### src/rtl/floppy_track_streamer.sv
// Streams one floppy track-side from the extra-ROM image at the disk byte rate.
// A single-entry prefetch buffer decouples ROM latency from byte emission.
module floppy_track_streamer #(
    parameter int unsigned BYTE_CYCLES  = 128,
    parameter int unsigned SECTOR_BYTES = 724,
    parameter int unsigned TRACK_STRIDE = 16384,
    parameter logic [21:0] IMAGE_BASE   = 22'h100000,
    parameter int unsigned THROTTLE     = 1
) (
    input  logic        clk8,
    input  logic        _reset,
    input  logic        _enable,
    input  logic        diskInDrive,
    input  logic [6:0]  track,
    input  logic        side,
    input  logic        advanceDriveHead,
    output logic [21:0] extraRomReadAddr,
    output logic        extraRomReadReq,
    input  logic        extraRomReadAck,
    input  logic [7:0]  extraRomReadData,
    output logic [7:0]  readData,
    output logic        newByteReady,
    output logic [13:0] trackPos
);

    localparam int unsigned TW = (BYTE_CYCLES > 32'd1) ? $clog2(BYTE_CYCLES) : 1;
    localparam logic [TW-1:0] TIMER_LOAD = TW'(BYTE_CYCLES - 32'd1);

    typedef enum logic [1:0] {
        ST_IDLE  = 2'd0,
        ST_FETCH = 2'd1,
        ST_FULL  = 2'd2
    } state_t;

    function automatic logic [6:0] clamp_track(input logic [6:0] t);
        if (t > 7'd79) begin
            clamp_track = 7'd79;
        end else begin
            clamp_track = t;
        end
    endfunction

    // Zone band is track/16: 12 sectors in band 0 down to 8 in band 4.
    function automatic logic [13:0] track_len(input logic [2:0] band);
        logic [3:0] sectors;
        sectors   = 4'd12 - {1'b0, band};
        track_len = 14'(32'(sectors) * SECTOR_BYTES);
    endfunction

    function automatic logic [21:0] fetch_addr(input logic [7:0] ts, input logic [13:0] pos);
        fetch_addr = IMAGE_BASE + 22'(32'(ts) * TRACK_STRIDE) + {8'd0, pos};
    endfunction

    state_t          state_q, state_d;
    logic            req_q, req_d;
    logic [21:0]     addr_q, addr_d;
    logic            discard_q, discard_d;
    logic [7:0]      buf_q, buf_d;
    logic [13:0]     buf_pos_q, buf_pos_d;
    logic [13:0]     fetch_pos_q, fetch_pos_d;
    logic [TW-1:0]   timer_q, timer_d;
    logic            adv_q, adv_d;
    logic            active_q;
    logic [7:0]      ts_q;
    logic [7:0]      rdata_q, rdata_d;
    logic            nbr_q, nbr_d;
    logic [13:0]     tpos_q, tpos_d;

    logic            active_s;
    logic [7:0]      ts_s;
    logic            chg_s;
    logic [13:0]     len_s;
    logic            capture_s;
    logic            throttle_ok_s;
    logic            emit_s;

    assign active_s      = ~_enable & diskInDrive;
    assign ts_s          = {clamp_track(track), side};
    assign chg_s         = (ts_s != ts_q);
    assign len_s         = track_len(ts_q[7:5]);
    assign capture_s     = (state_q == ST_FETCH) & extraRomReadAck & ~discard_q & ~chg_s & active_s;
    assign throttle_ok_s = (THROTTLE == 32'd0) | adv_q;
    assign emit_s        = active_s & (state_q == ST_FULL) & (timer_q == TW'(0)) & ~chg_s & throttle_ok_s;

    // Fetch FSM: an abandoned fetch still waits for its Ack, then drops the data.
    always_comb begin
        state_d   = state_q;
        addr_d    = addr_q;
        discard_d = discard_q;
        buf_d     = buf_q;
        buf_pos_d = buf_pos_q;
        case (state_q)
            ST_IDLE: begin
                discard_d = 1'b0;
                if (active_s && !chg_s) begin
                    state_d = ST_FETCH;
                    addr_d  = fetch_addr(ts_q, fetch_pos_q);
                end else begin
                    state_d = ST_IDLE;
                end
            end
            ST_FETCH: begin
                if (chg_s || !active_s) begin
                    discard_d = 1'b1;
                end else begin
                    discard_d = discard_q;
                end
                if (extraRomReadAck) begin
                    discard_d = 1'b0;
                    if (capture_s) begin
                        state_d   = ST_FULL;
                        buf_d     = extraRomReadData;
                        buf_pos_d = fetch_pos_q;
                    end else begin
                        state_d = ST_IDLE;
                    end
                end else begin
                    state_d = ST_FETCH;
                end
            end
            ST_FULL: begin
                if (chg_s || emit_s) begin
                    state_d = ST_IDLE;
                end else begin
                    state_d = ST_FULL;
                end
            end
            default: begin
                state_d = ST_IDLE;
            end
        endcase
        req_d = (state_d == ST_FETCH);
    end

    // Position, byte timer and advance flag.
    always_comb begin
        fetch_pos_d = fetch_pos_q;
        timer_d     = timer_q;
        adv_d       = adv_q;
        if (chg_s) begin
            fetch_pos_d = 14'd0;
        end else if (capture_s) begin
            if (fetch_pos_q >= len_s - 14'd1) begin
                fetch_pos_d = 14'd0;
            end else begin
                fetch_pos_d = fetch_pos_q + 14'd1;
            end
        end else begin
            fetch_pos_d = fetch_pos_q;
        end

        if (chg_s || emit_s) begin
            timer_d = TIMER_LOAD;
        end else if (active_s && (timer_q != TW'(0))) begin
            timer_d = timer_q - TW'(1);
        end else begin
            timer_d = timer_q;
        end

        // A pulse coinciding with an emission is kept so no advance is lost.
        if (advanceDriveHead || (active_s && !active_q)) begin
            adv_d = 1'b1;
        end else if (emit_s) begin
            adv_d = 1'b0;
        end else begin
            adv_d = adv_q;
        end
    end

    // Consumer-facing outputs.
    always_comb begin
        nbr_d   = emit_s;
        rdata_d = rdata_q;
        tpos_d  = tpos_q;
        if (!diskInDrive) begin
            rdata_d = 8'd0;
        end else if (emit_s) begin
            rdata_d = buf_q;
        end else begin
            rdata_d = rdata_q;
        end
        if (emit_s) begin
            tpos_d = buf_pos_q;
        end else begin
            tpos_d = tpos_q;
        end
    end

    // State registers.
    always_ff @(posedge clk8 or negedge _reset) begin
        if (!_reset) begin
            state_q     <= ST_IDLE;
            req_q       <= 1'b0;
            addr_q      <= 22'd0;
            discard_q   <= 1'b0;
            buf_q       <= 8'd0;
            buf_pos_q   <= 14'd0;
            fetch_pos_q <= 14'd0;
            timer_q     <= TIMER_LOAD;
            adv_q       <= 1'b1;
            active_q    <= 1'b0;
            ts_q        <= 8'd0;
            rdata_q     <= 8'd0;
            nbr_q       <= 1'b0;
            tpos_q      <= 14'd0;
        end else begin
            state_q     <= state_d;
            req_q       <= req_d;
            addr_q      <= addr_d;
            discard_q   <= discard_d;
            buf_q       <= buf_d;
            buf_pos_q   <= buf_pos_d;
            fetch_pos_q <= fetch_pos_d;
            timer_q     <= timer_d;
            adv_q       <= adv_d;
            active_q    <= active_s;
            ts_q        <= ts_s;
            rdata_q     <= rdata_d;
            nbr_q       <= nbr_d;
            tpos_q      <= tpos_d;
        end
    end

    assign extraRomReadAddr = addr_q;
    assign extraRomReadReq  = req_q;
    assign readData         = rdata_q;
    assign newByteReady     = nbr_q;
    assign trackPos         = tpos_q;

endmodule

### config.mk
export PLATFORM = sky130hd
export DESIGN_NAME = floppy_track_streamer
export DESIGN_NICKNAME = d
export VERILOG_FILES = /design/src/rtl/floppy_track_streamer.sv
export SDC_FILE = /design/constraint.sdc
export NUM_CORES = 1
export LEC_CHECK = 0
export CORE_MARGIN = 4
export CORE_UTILIZATION = 52
export DETAILED_ROUTE_END_ITERATION = 10
export GPL_TIMING_DRIVEN = 1
export MAX_ROUTING_LAYER = met4
export PLACE_DENSITY = 0.76
export SLEW_MARGIN = 20
export SYNTH_ARGS = -nofsm -noshare
export SYNTH_HDL_FRONTEND = slang
export SYNTH_SLANG_ARGS = --single-unit
### constraint.sdc
create_clock -name clk8 -period 6 [get_ports clk8]
set_input_delay 1.2 -clock clk8 [delete_from_list [all_inputs] [get_ports clk8]]
set_output_delay 1.2 -clock clk8 [all_outputs]
set_load 0.02 [all_outputs]
==> summary.md, run 1 <==
| Metric | Value |
|---|---|
| Status | complete, no violations |
| Commonest cells in the netlist | 94 x dfrtp_1, 40 x nand2_1, 32 x ha_1 |
| DP Area | 6150 sq um |
| Pleak | 2.95 nW |
| Ys async rst share | 100% |
| Top Family by Delay on Critical Path | adder cells |
| Mapped Cells | 481 |
| Final core occ | 64.0% |
| Design area | 6370 sq um |
| CP peak stage delay | 0.71 ns |
| Initial DRT Pass Iterations | 4 |
| Slowest cell on crit path | dfrtp_1 |
| Reg area | 2560 sq um |
| CTS buffer count | 9 |
| VDD IR max | 0.000171 V |
| RSZ-0062 raised after global routing | false |
| Distinct cell type count after synthesis | 56 |
| Reg-to-reg slack, setup | 0.48 ns |
| Number of diodes | 0 |
| Mean Syn Cell Area | 11.2 sq um |
| Final #Nets | 599 |
| CP most frequent cell | ha_1 |
| Skew final | 0.0118 ns |
| Worst slew margin | 45.1% |
| Gate power share | 17.8% |
| Worst-path fanout max | 23 |
| Vias in the first global route | 3899 |
| Setup CP Type | reg2reg |
| GRT Residual Overflow | 0 |
| Hold worst-path end | trackPos[9] |
| Layout fillers | 792 |
| Final WL | 10.8 mm |
| Clock tree buffer depth | 2 |
| P_int | 1.01 mW |
| Worst skew pair latency | 0.37 ns |
| Critical Path RT | 6.28 ns |
| WP buf/inv | 2 |
| Total Power | 1.41 mW |
| Core Region | 9950 sq um |
| Part of the cycle the worst path needs | 92.1% |
| Wire per inst | 15.8 um |
| R2r startpoint | ts_q[5] |
| CP Capture Type | flip-flop |
| H-tree levels | 3 |
| Slew @ Worst Pin | 0.822 ns |
| First-pass GRT wire length | 18.2 mm |
| Largest net degree at the start of global routing | 63 |
| MaxCap Viol Count | 0 |
| Post-DP HPWL | 7.66 mm |
| Slew Viols, Final | 0 |
| First-iteration detailed-routing DRC count | 195 |
| I/O pin total | 68 |
| Critical path launch point type | flip-flop |
| Post-cts resize count | 0 |
| Post-synth EDFFs | 0 |
| Warnings from Yosys | 0 |
| Crit-path cells | inv_1 -> ha_1 -> ha_1 -> xor2_1 -> ha_1 -> or2_2 -> ha_1 -> a31oi_1 -> xnor2_1 -> or3_1 -> nor3_1 -> o211ai_1 -> xnor2_1 -> ha_1 -> nand4_1 -> a211oi_1 -> a2111oi_2 -> buf_4 -> o211ai_1 -> a31oi_1 |
| Post-DRT Antenna Nets | 0 |
| Post-route setup slack | 0.477 ns |
| Initial antenna violation count | 0 |
| CTS Root Cell | clkbuf_8 |
| Power per cell area | 221 nW/um^2 |
| Final hold vios | 0 |
| Post-CTS Repair Setup Buffers | 0 |
| Place WS | 0.547 ns |
| Synth Flop Type | dfrtp_1 |
| Top post-synthesis cells by area | dfrtp_1 43%, ha_1 7.4%, mux2_1 5.0% |
| Sequential share of power | 49.8% |
| GR Util All Layers | 19.6% |
| Minimum clock period | 5.52 ns |
| Sequential fraction of the synthesis area | 47.4% |
| Final GP Congestion | 0.817 |
| # port buffers | 67 |
| Sw Share | 28.4% |
| R2R depth | 20 |
| Die height | 110 um |
| Syn Nets | 536 |
| Post-route setup TNS | 0 ns |
| Residual DRC | 0 |
| Highest Clock Rate | 181 MHz |
| Area used by multi-input combinational logic | 2690 sq um |
| Row cnt | 36 |
| Worst Hold Depth | 1 |
| #FFs+latches synth | 102 |
| P&R area growth vs syn | 17.8% |
| Reg clk slew, reported paths | 0.10 ns |
| CTS Hold Bufs | 0 |
| Starting Density | 54.3% |
| Most common cell in the netlist | dfrtp_1 |
| Post-Syn Area | 5410 sq um |
| Min-delay src | trackPos[9] |
| Synth top area share | 43.5% |
| Crit path DAT | 5.80 ns |
| Final setup fails | 0 |
| Clk sinks | 102 |
| Vias/cell | 5.66 |
| Layout cells sized above 1 | 14.2% |
| Worst hold path type | reg2reg |
| CTS tree | built |
| DR vias | 3861 |
| R2R Path End | fetch_pos_q[13] |
| Die area | 12100 sq um |
| Clock share of power | 32.4% |
| Die X | 110 um |
| Sw power | 0.400 mW |
| Area leader, netlist | dfrtp_1 |
[worst max path at each step]
stage	from	endpoint	slack (ns)	depth (start not counted)
after floorplan	ts_q[5]	fetch_pos_q[11]	0.89	21
after global placement	ts_q[5]	fetch_pos_q[13]	0.86	20
after detailed placement	ts_q[5]	fetch_pos_q[13]	0.55	20
after CTS	ts_q[5]	fetch_pos_q[13]	0.50	20
after global routing	ts_q[5]	fetch_pos_q[5]	0.02	20
final	ts_q[5]	fetch_pos_q[13]	0.48	20
[layout make-up]
class	instances	share of cell area [%]
well taps	133	2.61
clock inverters	7	1.45
flip-flops and latches	102	40.2
multi-input cells	348	42.2
clock buffers	9	1.94
repair buffers	70	10.8
inverters	13	0.766
[metal layers]
metal | share of wire, % | wire length [um] | up-vias | track usage, %
li1 | - | - | 1871 | -
met1 | 46 | 4900 | 1892 | 25.3
met2 | 49 | 5250 | 82 | 31.6
met3 | 4.5 | 484 | 16 | 4.08
met4 | 1.2 | 131 | 0 | 4.90
met5 | 0 | 0 | - | -
[power groups by stage]
stage	combinational [mW]	sequential (mW)	clock, mW
3_5_place_dp	0.252	0.716	0
2_1_floorplan	0.172	0.720	0
5_1_grt	0.283	0.704	0.495
3_3_place_gp	0.244	0.715	0
6_report	0.251	0.702	0.458
4_1_cts	0.253	0.703	0.470
[cells by family (layout without fill, tap and decap cells)]
family,count (synthesis),count (layout),share of synthesized area (%)
simple gates,153,153,15.3
compound gates,82,82,9.83
buf+inv,31,99,2.94
xor+xnor,22,22,3.56
flops,102,102,47.4
mux,58,58,13.2
fa+ha+maj,33,33,7.77
[per-stage QoR]
| stage | hold WS, ns | std cells |
|---|---|---|
| after floorplan | 0.459 | 481 |
| after global placement | 0.466 | 666 |
| after detailed placement | 0.478 | 666 |
| after CTS | 0.498 | 682 |
| after global routing | 0.515 | 682 |
| final | 0.497 | 682 |
[cells in the final DEF, fill, tap and decap left out, types with 10 or more instances in the layout]
cell / Yosys / final
a31oi_1: 10 / 10
mux2_2: 16 / 16
clkdlybuf4s50_1: 0 / 66
xor2_1: 13 / 13
nand3_1: 30 / 30
nand2b_1: 11 / 11
mux2_4: 17 / 17
o21ai_0: 19 / 19
dfrtp_1: 94 / 94
nor2_1: 14 / 14
mux2_1: 24 / 24
nand2_1: 40 / 40
a21oi_1: 23 / 23
inv_1: 13 / 13
ha_1: 32 / 32
nor3_1: 14 / 14
[flip-flops by register name, indices dropped and copies added (netlist names)]
signal            count
buf_pos_q            14
timer_q               7
newByteReady          1
active_q              1
extraRomReadReq       1
fetch_pos_q          14
discard_q             1
trackPos             14
adv_q                 1
extraRomReadAddr     22
readData              8
buf_q                 8
state_q               2
ts_q                  8
Power figures use the tool's default switching activity.
==> run 2: changes to the inputs <==
--- a/config.mk
+++ b/config.mk
@@ -11,6 +11,7 @@
 export GPL_TIMING_DRIVEN = 1
 export MAX_ROUTING_LAYER = met4
 export PLACE_DENSITY = 0.76
+export SKIP_LAST_GASP = 1
 export SLEW_MARGIN = 20
 export SYNTH_ARGS = -nofsm -noshare
 export SYNTH_HDL_FRONTEND = slang
==> results of run 2 <==
No change in the layout: final DEF, timing and power equal those of run 1.
==> run 3: changes to the inputs <==
--- a/config.mk
+++ b/config.mk
@@ -6,11 +6,11 @@
 export NUM_CORES = 1
 export LEC_CHECK = 0
 export CORE_MARGIN = 4
-export CORE_UTILIZATION = 52
+export CORE_UTILIZATION = 56
 export DETAILED_ROUTE_END_ITERATION = 10
 export GPL_TIMING_DRIVEN = 1
 export MAX_ROUTING_LAYER = met4
-export PLACE_DENSITY = 0.76
+export PLACE_DENSITY = 0.8
 export SKIP_LAST_GASP = 1
 export SLEW_MARGIN = 20
 export SYNTH_ARGS = -nofsm -noshare
==> summary.md, run 3 (synthesis gave the netlist of run 1 again) <==
| Metric | Value |
|---|---|
| Status | complete, no violations (unchanged) |
| Layout cells sized above 1 | 14.2% (unchanged) |
| Worst Hold Depth | 2 (was 1) |
| Worst slew margin | 46.0% (was 45.1%) |
| Post-CTS Repair Setup Buffers | 0 (unchanged) |
| Most common cell after layout, fill and taps aside | dfrtp_1 (unchanged) |
| CTS buffer count | 9 (unchanged) |
| # port buffers | 67 (unchanged) |
| Top Family by Delay on Critical Path | adder cells (unchanged) |
| CP most frequent cell | ha_1 (unchanged) |
| Reg clk slew, reported paths | 0.11 ns (was 0.10 ns) |
| Final #Nets | 599 (unchanged) |
| Routed met2 length | 5.25 mm (about the same) |
| CTS tree | built (unchanged) |
| Max reg flops | 22 (unchanged) |
| Largest net degree at the start of global routing | 66 (was 63) |
| Layout fillers | 723 (was 792) |
| Die area | 11300 sq um (was 12100 sq um) |
| P&R area growth vs syn | 17.4% (was 17.8%) |
| Inst Count DP | 662 (was 666) |
| Pleak | 2.94 nW (was 2.95 nW) |
| Vias in the first global route | 4035 (was 3899) |
| Part of the cycle the worst path needs | 91.8% (was 92.1%) |
| R2R depth | 20 (unchanged) |
| Initial antenna violation count | 0 (unchanged) |
| CP peak stage delay | 0.71 ns (about the same) |
| Clk sinks | 102 (unchanged) |
| WL met1 | 4.96 mm (was 4.90 mm) |
| Design area | 6350 sq um (was 6370 sq um) |
| Wire per inst | 16.3 um (was 15.8 um) |
| Setup CP Type | reg2reg (unchanged) |
| Top Layer Used | met4 (unchanged) |
| Core Region | 9330 sq um (was 9950 sq um) |
| CP Capture Type | flip-flop (unchanged) |
| Final core occ | 68.0% (was 64.0%) |
| DR vias | 3914 (was 3861) |
| Most frequent cells in the layout | 94 x dfrtp_1, 66 x clkdlybuf4s50_1, 40 x nand2_1 (unchanged) |
| Slew Viols, Final | 0 (unchanged) |
| Vias/cell | 5.77 (was 5.66) |
| Worst skew pair latency | 0.37 ns (about the same) |
| Area used by multi-input combinational logic | 2690 sq um (unchanged) |
| Slew @ Worst Pin | 0.810 ns (was 0.822 ns) |
| Worst-path fanout max | 23 (unchanged) |
| Total Power | 1.40 mW (was 1.41 mW) |
| Final WL | 11.1 mm (was 10.8 mm) |
| Die X | 106 um (was 110 um) |
| Crit-path cells | inv_1 -> ha_1 -> ha_1 -> xor2_1 -> ha_1 -> or2_2 -> ha_1 -> a31oi_1 -> xnor2_1 -> or4_1 -> nor3_1 -> nand2_1 -> xnor2_1 -> ha_1 -> nand4_1 -> a211oi_1 -> a2111oi_2 -> buf_4 -> o21ai_0 -> a21oi_1 (was inv_1 -> ha_1 -> ha_1 -> xor2_1 -> ha_1 -> or2_2 -> ha_1 -> a31oi_1 -> xnor2_1 -> or3_1 -> nor3_1 -> o211ai_1 -> xnor2_1 -> ha_1 -> nand4_1 -> a211oi_1 -> a2111oi_2 -> buf_4 -> o211ai_1 -> a31oi_1) |
| Number of diodes | 0 (unchanged) |
| Initial DRT Pass Iterations | 4 (unchanged) |
| VDD IR max | 0.000143 V (was 0.000171 V) |
| Residual DRC | 0 (unchanged) |
| RSZ-0062 raised after global routing | false (unchanged) |
| Reg area | 2560 sq um (unchanged) |
| Met3 WL | 642 um (was 484 um) |
| H-tree levels | 3 (unchanged) |
| Crit path DAT | 5.80 ns (about the same) |
| Stages on the worst setup path | 20 (unchanged) |
| Post-route setup TNS | 0 ns (unchanged) |
| Die height | 106 um (was 110 um) |
| DP Area | 6150 sq um (about the same) |
| Power per cell area | 220 nW/um^2 (was 221 nW/um^2) |
| Highest Clock Rate | 182 MHz (was 181 MHz) |
| Finished Layout Cells | 678 (was 682) |
| WP buf/inv | 2 (unchanged) |
| Critical Path RT | 6.29 ns (was 6.28 ns) |
| Clock tree buffer depth | 2 (unchanged) |
| MaxCap Viol Count | 0 (unchanged) |
| Minimum clock period | 5.51 ns (was 5.52 ns) |
| Slowest cell on crit path | dfrtp_1 (unchanged) |
| Critical path launch point type | flip-flop (unchanged) |
| Final hold vios | 0 (unchanged) |
| CTS Hold Bufs | 0 (unchanged) |
| CTS Root Cell | clkbuf_8 (unchanged) |
| Post-cts resize count | 0 (unchanged) |
| Row cnt | 35 (was 36) |
| Post-DRT Antenna Nets | 0 (unchanged) |
| First-iteration detailed-routing DRC count | 197 (was 195) |
| Post-DP HPWL | 7.83 mm (was 7.66 mm) |
| Final setup fails | 0 (unchanged) |
| GR Util All Layers | 21.3% (was 19.6%) |
| Worst hold path type | reg2reg (unchanged) |
| Skew final | 0.0167 ns (was 0.0118 ns) |
| Final GP Congestion | 0.855 (was 0.817) |
| GRT Residual Overflow | 0 (unchanged) |
| I/O pin total | 68 (unchanged) |
| First-pass GRT wire length | 19.0 mm (was 18.2 mm) |
| Starting Density | 58.0% (was 54.3%) |
==> run 3: tightest hold or removal path, cell delays in order, from the launching register on <==
cell and delay [ns]:
dfstp_2 0.40, o41ai_1 0.06, nand2_1 0.05
==> run 3: layout make-up <==
cell class,count,area share [%]
Timing Repair Buffer,70,10.9
Sequential cell,102,40.4
Clock buffer,9,1.95
Tap cell,129,2.54
Inverter,13,0.769
Clock inverter,7,1.16
Multi-Input combinational cell,348,42.3
==> run 3: layer usage <==
layer,global-route usage (%),vias to the layer above
li1,-,1859
met1,26.5,1927
met2,34.6,109
met3,5.28,19
met4,6.75,0
met5,-,-
==> run 3: worst paths after layout <==
path | slack (ns) | endpoint | startpoint
max in group asynchronous | 4.06 | adv_q | _reset
max | 0.49 | fetch_pos_q[8] | ts_q[5]
min reg2reg | 0.50 | timer_q[6] | timer_q[6]
max reg2reg | 0.49 | fetch_pos_q[8] | ts_q[5]
min | 0.50 | timer_q[6] | timer_q[6]
min in group asynchronous | 0.91 | extraRomReadAddr[9] | _reset
==> run 3: power breakdown <==
part	internal [mW]	switching (mW)	leakage [nW]	total, mW
sequential	0.695	0.00712	1.37	0.703
clock	0.164	0.271	0.101	0.435
combinational	0.114	0.144	1.47	0.258
==> run 3: through the flow <==
| stage | setup WS [ns] | hold slack [ns] |
|---|---|---|
| CTS | 0.548 | 0.497 |
| global route | 0.156 | 0.521 |
| floorplan | 0.886 | 0.459 |
| detailed placement | 0.576 | 0.476 |
| global placement | 0.865 | 0.467 |
| finish | 0.492 | 0.496 |
